## src/rtl/amo_unit_mh.sv

```systemverilog
// RISC-V A-extension atomic unit: LR/SC and AMO read-modify-write sequencing
// over a req/ack memory port, with one timed reservation slot per hart.
module amo_unit_mh #(
  parameter int unsigned XLEN          = 32,
  parameter int unsigned NUM_HARTS     = 2,
  parameter int unsigned RSV_GRAN_LOG2 = 2,
  parameter int unsigned RSV_TIMEOUT   = 64,
  localparam int unsigned HW           = (NUM_HARTS > 1) ? $clog2(NUM_HARTS) : 1
) (
  input  logic            clk,
  input  logic            rst,
  input  logic            req_valid_i,
  output logic            req_ready_o,
  input  logic [HW-1:0]   req_hart_i,
  input  logic [3:0]      req_op_i,
  input  logic [XLEN-1:0] req_addr_i,
  input  logic [XLEN-1:0] req_rs2_i,
  output logic            mem_req_o,
  output logic            mem_we_o,
  output logic [XLEN-1:0] mem_addr_o,
  output logic [XLEN-1:0] mem_wdata_o,
  input  logic            mem_ack_i,
  input  logic [XLEN-1:0] mem_rdata_i,
  input  logic            snoop_we_i,
  input  logic [HW-1:0]   snoop_hart_i,
  input  logic [XLEN-1:0] snoop_addr_i,
  output logic            rsp_valid_o,
  output logic [XLEN-1:0] rsp_data_o,
  output logic            rsp_err_o
);

  localparam int unsigned OFF = $clog2(XLEN / 8);
  localparam int unsigned GW  = XLEN - RSV_GRAN_LOG2;
  localparam int unsigned CW  = $clog2(RSV_TIMEOUT + 1);
  localparam logic [CW-1:0] CNT_LAST = CW'(RSV_TIMEOUT - 1);

  typedef enum logic [1:0] {S_IDLE, S_RD, S_WR, S_RSP} state_t;
  typedef enum logic [3:0] {
    OP_LR = 4'd0, OP_SC, OP_SWAP, OP_ADD, OP_XOR, OP_AND,
    OP_OR, OP_MIN, OP_MAX, OP_MINU, OP_MAXU
  } op_t;

  state_t          state_q, state_d;
  logic [HW-1:0]   hart_q;
  logic [3:0]      op_q;
  logic [XLEN-1:0] addr_q, rs2_q, old_q, rsp_data_q, amo_res;
  logic            rsp_err_q;

  logic            accept, req_err, sc_pass;
  logic [GW-1:0]   req_gran, snoop_gran, gran_q;

  logic [NUM_HARTS-1:0] rsv_valid, snoop_kill, rsv_set, rsv_clr;
  logic [GW-1:0]        rsv_gran [NUM_HARTS];
  logic [CW-1:0]        rsv_cnt  [NUM_HARTS];

  logic unused_snoop_low;

  assign req_ready_o      = (state_q == S_IDLE) & ~rst;
  assign accept           = req_valid_i & req_ready_o;
  assign req_err          = (req_op_i > 4'd10) | (req_addr_i[OFF-1:0] != '0);
  assign req_gran         = req_addr_i[XLEN-1:RSV_GRAN_LOG2];
  assign snoop_gran       = snoop_addr_i[XLEN-1:RSV_GRAN_LOG2];
  assign gran_q           = addr_q[XLEN-1:RSV_GRAN_LOG2];
  assign unused_snoop_low = ^snoop_addr_i[RSV_GRAN_LOG2-1:0];

  // SC lookup already accounts for a snoop landing in the accept cycle.
  always_comb begin
    sc_pass    = 1'b0;
    snoop_kill = '0;
    rsv_set    = '0;
    rsv_clr    = '0;
    for (int unsigned h = 0; h < NUM_HARTS; h++) begin
      snoop_kill[h] = snoop_we_i & (snoop_hart_i != HW'(h)) & (rsv_gran[h] == snoop_gran);
      rsv_set[h]    = (state_q == S_RD) & mem_ack_i & (op_q == OP_LR) & (hart_q == HW'(h));
      rsv_clr[h]    = snoop_kill[h]
                    | (accept & ~req_err & (req_op_i == OP_SC) & (req_hart_i == HW'(h)))
                    | ((state_q == S_WR) & mem_ack_i & (hart_q != HW'(h)) & (rsv_gran[h] == gran_q));
      if (req_hart_i == HW'(h))
        sc_pass = rsv_valid[h] & (rsv_gran[h] == req_gran) & ~snoop_kill[h];
    end
  end

  always_comb begin
    state_d = state_q;
    unique case (state_q)
      S_IDLE: begin
        if (accept) begin
          if (req_err)                 state_d = S_RSP;
          else if (req_op_i == OP_SC)  state_d = sc_pass ? S_WR : S_RSP;
          else                         state_d = S_RD;
        end
      end
      S_RD:    if (mem_ack_i) state_d = (op_q == OP_LR) ? S_RSP : S_WR;
      S_WR:    if (mem_ack_i) state_d = S_RSP;
      S_RSP:   state_d = S_IDLE;
      default: state_d = S_IDLE;
    endcase
  end

  always_comb begin
    amo_res = rs2_q;
    case (op_q)
      OP_ADD:  amo_res = old_q + rs2_q;
      OP_XOR:  amo_res = old_q ^ rs2_q;
      OP_AND:  amo_res = old_q & rs2_q;
      OP_OR:   amo_res = old_q | rs2_q;
      OP_MIN:  amo_res = ($signed(old_q) < $signed(rs2_q)) ? old_q : rs2_q;
      OP_MAX:  amo_res = ($signed(old_q) > $signed(rs2_q)) ? old_q : rs2_q;
      OP_MINU: amo_res = (old_q < rs2_q) ? old_q : rs2_q;
      OP_MAXU: amo_res = (old_q > rs2_q) ? old_q : rs2_q;
      default: amo_res = rs2_q;
    endcase
  end

  always_ff @(posedge clk) begin
    if (rst) begin
      state_q    <= S_IDLE;
      hart_q     <= '0;
      op_q       <= '0;
      addr_q     <= '0;
      rs2_q      <= '0;
      old_q      <= '0;
      rsp_data_q <= '0;
      rsp_err_q  <= 1'b0;
    end else begin
      state_q <= state_d;
      if (accept) begin
        hart_q     <= req_hart_i;
        op_q       <= req_op_i;
        addr_q     <= req_addr_i;
        rs2_q      <= req_rs2_i;
        rsp_err_q  <= req_err;
        rsp_data_q <= (!req_err && (req_op_i == OP_SC) && !sc_pass) ? XLEN'(1) : '0;
      end
      if ((state_q == S_RD) && mem_ack_i) begin
        old_q      <= mem_rdata_i;
        rsp_data_q <= mem_rdata_i;
      end
      if ((state_q == S_WR) && mem_ack_i)
        rsp_data_q <= (op_q == OP_SC) ? '0 : old_q;
      if (state_q == S_RSP) begin
        rsp_data_q <= '0;
        rsp_err_q  <= 1'b0;
      end
    end
  end

  // LR set beats any same-cycle clear; expiry fires on the edge the count would hit RSV_TIMEOUT.
  always_ff @(posedge clk) begin
    if (rst) begin
      rsv_valid <= '0;
      for (int unsigned h = 0; h < NUM_HARTS; h++) begin
        rsv_gran[h] <= '0;
        rsv_cnt[h]  <= '0;
      end
    end else begin
      for (int unsigned h = 0; h < NUM_HARTS; h++) begin
        if (rsv_set[h]) begin
          rsv_valid[h] <= 1'b1;
          rsv_gran[h]  <= gran_q;
          rsv_cnt[h]   <= '0;
        end else if (rsv_clr[h] | (rsv_valid[h] & (rsv_cnt[h] == CNT_LAST))) begin
          rsv_valid[h] <= 1'b0;
          rsv_cnt[h]   <= '0;
        end else if (rsv_valid[h]) begin
          rsv_cnt[h]   <= rsv_cnt[h] + CW'(1);
        end
      end
    end
  end

  assign mem_req_o   = (state_q == S_RD) | (state_q == S_WR);
  assign mem_we_o    = (state_q == S_WR);
  assign mem_addr_o  = mem_req_o ? addr_q : '0;
  assign mem_wdata_o = mem_we_o ? amo_res : '0;
  assign rsp_valid_o = (state_q == S_RSP);
  assign rsp_data_o  = rsp_valid_o ? rsp_data_q : '0;
  assign rsp_err_o   = rsp_valid_o & rsp_err_q;

endmodule

```

## config.mk

```make
export PLATFORM = sky130hd
export DESIGN_NAME = amo_unit_mh
export DESIGN_NICKNAME = d
export VERILOG_FILES = /design/src/rtl/amo_unit_mh.sv
export SDC_FILE = /design/constraint.sdc
export NUM_CORES = 1
export LEC_CHECK = 0
export ABC_CLOCK_PERIOD_IN_PS = 5200
export CAP_MARGIN = 15
export CORE_ASPECT_RATIO = 1.1
export CORE_MARGIN = 2
export CORE_UTILIZATION = 30
export CTS_CLUSTER_SIZE = 10
export DETAILED_ROUTE_END_ITERATION = 8
export PLACE_DENSITY_LB_ADDON = 0.1
export SYNTH_ARGS = -nofsm -noshare
export SYNTH_HDL_FRONTEND = slang
export SYNTH_SLANG_ARGS = --single-unit
```

## constraint.sdc

```tcl
create_clock -name clk -period 5.2 [get_ports clk]
set_clock_uncertainty 0.15 [all_clocks]
set_input_delay 0.52 -clock clk [delete_from_list [all_inputs] [get_ports clk]]
set_output_delay 0.52 -clock clk [all_outputs]
set_load 0.05 [all_outputs]
```

==> flow_summary.ini <==
[run_status]
status = finished clean

[worst_setup_path]
cp_data_arrival_time_ns = 4.33
slowest_stage = or4_4
worst_ep_required_time_ns = 4.53
worstPathCellList = inv_1, ha_2, inv_1, a21oi_1, a21boi_2, or4_4, a21oi_2, buf_4, nor2_1, or3b_1, a221oi_1, a221oi_1, buf_4
crit_fanout = 10
startpoint_type = flip-flop
crit_path_end_kind = output port
slowest_delay_ns = 0.61
criticalPathCategory = flip-flop to output port

[synthesis]
synth_edf_count = 74
syn_avg_cell_area_um2 = 8.40
async_flop_share_pct = 0
synth_largest_area_cell = dfxtp_1
synth_area_um2 = 15400
ys_types = 88
ys_ff_latch = 212
seq_area_frac_synth_pct = 32.4
synth_fp_nets = 2074
synth_ff_type = dfxtp_1
ys_warn_count = 0
synthCells = 1831
synth_top_cell_area_share_pct = 18.0
ys_top_cells_by_area = dfxtp_1 18%, edfxtp_1 14%, ha_1 8.4%

[placement]
place_hpwl_um = 47600
pre_cts_ws_ns = 0.337
io_buffers = 237
place_congestion = 0.987

[routing]
drc = 0
dr.first_iter.drc_count = 1054
firstDrtPassIters = 6
vias = 14600
antenna_left = 0
routed_wl_um = 63100
detail_route.wl_per_cell_um = 23.0
routed_via_density = 5.31

[die]
fp.dieW_um = 220
dieArea_um2 = 53100
coreArea_um2 = 50900
boundaryPins = 240
start_util_pct = 30.2
die_y_um = 241
num_rows = 87

[timing]
worstMarginPinSlew_ns = 1.14
timing.fmax_mhz = 200
rsz0062_at_grt = no
finalHoldViolCount = 0
tns_ns = 0
setup_viol = 0
min_period_ns = 5.00
fin_crit_sh_pct = 96.2
slew_headroom_pct = 23.9
fin_ws_ns = 0.197
drv_slew = 0

[global_routing]
grt_usage_pct = 23.3
grt_pass1_vias = 14700
grt_pass1_wl_um = 93100
grt_max_degree = 73
grt.overflow.total = 0
antenna_found_initial = 6

[clocking]
ctsHoldBuffers = 0
ctsRootBufferMaster = clkbuf_16
insertion_delay_ns = 0.57
h-tree-depth = 1
clock_sinks = 212
clk_pin_slew_ns = 0.06
cts_max_path_buffers = 3
numCtsBuffers = 27
tritoncts = yes

[pwr]
p_leak_nw = 7.42
peakVddDrop_mv = 0.240
power_density_nw_per_um2 = 394

[job]
maxCapViolations = 0

[layout]
drive_gt1_share_pct = 10.9
multi_input_area_um2 = 9800
nFillCells = 5303
area_growth_pct = 28.7
regArea_um2 = 4990
nNetsFinal = 2304

[min_path]
worstHoldPathType = flip-flop to flip-flop
timing repair:
| action | in CTS | in global routing |
|---|---|---|
| setup endpoints to repair | 25 | 25 |
| pin swaps | 0 | 7 |
| resized for setup | 10 | 23 |
| setup buffers | 0 | 16 |
| gates cloned | 0 | 0 |
kinds of logic after synthesis:
| group | count (synthesis) | synth area share (%) |
|---|---|---|
| fa+ha+maj | 104 | 8.51 |
| xor+xnor | 200 | 11.4 |
| compound gates | 464 | 21.4 |
| buf+inv | 199 | 5.17 |
| simple gates | 646 | 20.7 |
| mux | 6 | 0.407 |
| flops | 212 | 32.4 |
placed cells by master (no fill, tap or decap), types with 11 or more instances in the layout:
master,count
a211oi_1,14
a21o_1,18
a21oi_1,97
a221oi_1,17
a221oi_2,11
a222oi_1,31
a22oi_1,19
and2_1,99
and3_1,13
buf_12,17
buf_4,90
clkbuf_1,16
clkbuf_16,27
clkdlybuf4s50_1,204
dfxtp_1,137
edfxtp_1,74
ha_1,96
inv_1,85
nand2_1,247
nand2b_1,12
nand3_1,26
nand4_1,35
nor2_1,102
nor2b_1,12
nor3_1,24
nor4_1,32
o211ai_1,20
o21ai_0,97
o31ai_1,44
xnor2_1,76
xor2_1,122
final cells by class:
type                    instances  area share, %
well taps                     667           4.21
flip-flops and latches        212           25.2
clock buffers                  44           3.78
inverters                      88           1.67
diodes                          2         0.0253
multi-input cells            1420           49.5
repair buffers                312           15.5
clock inverters                 5          0.145
path summary, 6_finish.rpt:
kind         cells after the start                          end  slack [ns]                    start
max                             13              mem_wdata_o[27]        0.20   old_q[27]$_SDFFE_PP0P_
min                              2       addr_q[0]$_SDFFE_PP0P_        0.32   addr_q[0]$_SDFFE_PP0P_
max reg2reg                     10  rsv_cnt[0][3]$_SDFFCE_PN0P_        1.86  state_q[1]$_SDFFE_PP0P_
min reg2reg                      2       addr_q[0]$_SDFFE_PP0P_        0.32   addr_q[0]$_SDFFE_PP0P_
worst max-delay path, delay by kind of cell (launching register included):
family                     cells  cell delay, ns
and+or+nand+nor                3            1.16
AOI/OAI and AO/OA              5            1.06
buffers and inverters          4            0.64
DFF                            1            0.45
adders and majority gates      1            0.45
power by group:
part / switching, mW / internal [mW] / total, mW / leakage (nW)
Clock: 0.766 / 0.976 / 1.74 / 0.375
Sequential: 0.280 / 1.95 / 2.23 / 1.89
Combinational: 2.43 / 1.39 / 3.83 / 5.16
Total: 3.48 / 4.32 / 7.80 / 7.42
flip-flops by register name, indices dropped and copies added, names as in the netlist:
signal	cells
rsv_cnt	14
rsp_data_q	32
op_q	4
rsv_gran	60
rsv_valid	2
hart_q	1
old_q	32
state_q	2
rs2_q	32
addr_q	32
rsp_err_q	1
Yosys cell counts, types with 4 or more instances:
cell         n
nand2_1    247
dfxtp_1    138
xor2_1     123
nor2_1     105
a21oi_1    104
ha_1       103
and2_1     100
o21ai_0     99
inv_1       85
clkbuf_1    78
xnor2_1     77
edfxtp_1    74
o31ai_1     44
nand4_1     35
nor4_1      34
a222oi_1    31
nand3_1     29
nor3_1      26
o211ai_1    20
a22oi_1     19
a21o_1      18
buf_2       18
a221oi_1    17
a211oi_1    15
and3_1      13
nand2b_1    12
nor2b_1     12
a221oi_2    11
buf_1       10
o32ai_1      8
a31oi_1      7
o21bai_1     7
o2111ai_1    6
or2_2        6
nor4_2       5
o311ai_0     5
or3_1        5
a2111oi_0    4
mux2i_1      4
o21ai_1      4
through the flow:
step                      hold WS [ns]  std cells  utilization [%]  power [mW]  area, µm²
after global placement           0.294       2682             36.7        5.85      18700
after detailed placement         0.308       2683             36.8        5.89      18700
after global routing             0.339       2748             38.9        8.23      19800
after floorplan                  0.281       1831                -        4.47      15400
final                            0.316       2750             38.9        7.80      19800
after CTS                        0.318       2732             38.4        7.69      19600
per-layer routing:
layer	wire length, µm	share of wire (%)	global-route usage (%)	up-vias
met5	44	0.070	0	-
met4	2200	3.5	8.09	8
met3	3430	5.4	3.64	100
met2	31900	50	42.5	429
met1	25600	41	27.7	7054
li1	-	-	-	7024
No activity file was read; power rests on OpenSTA's default activity.
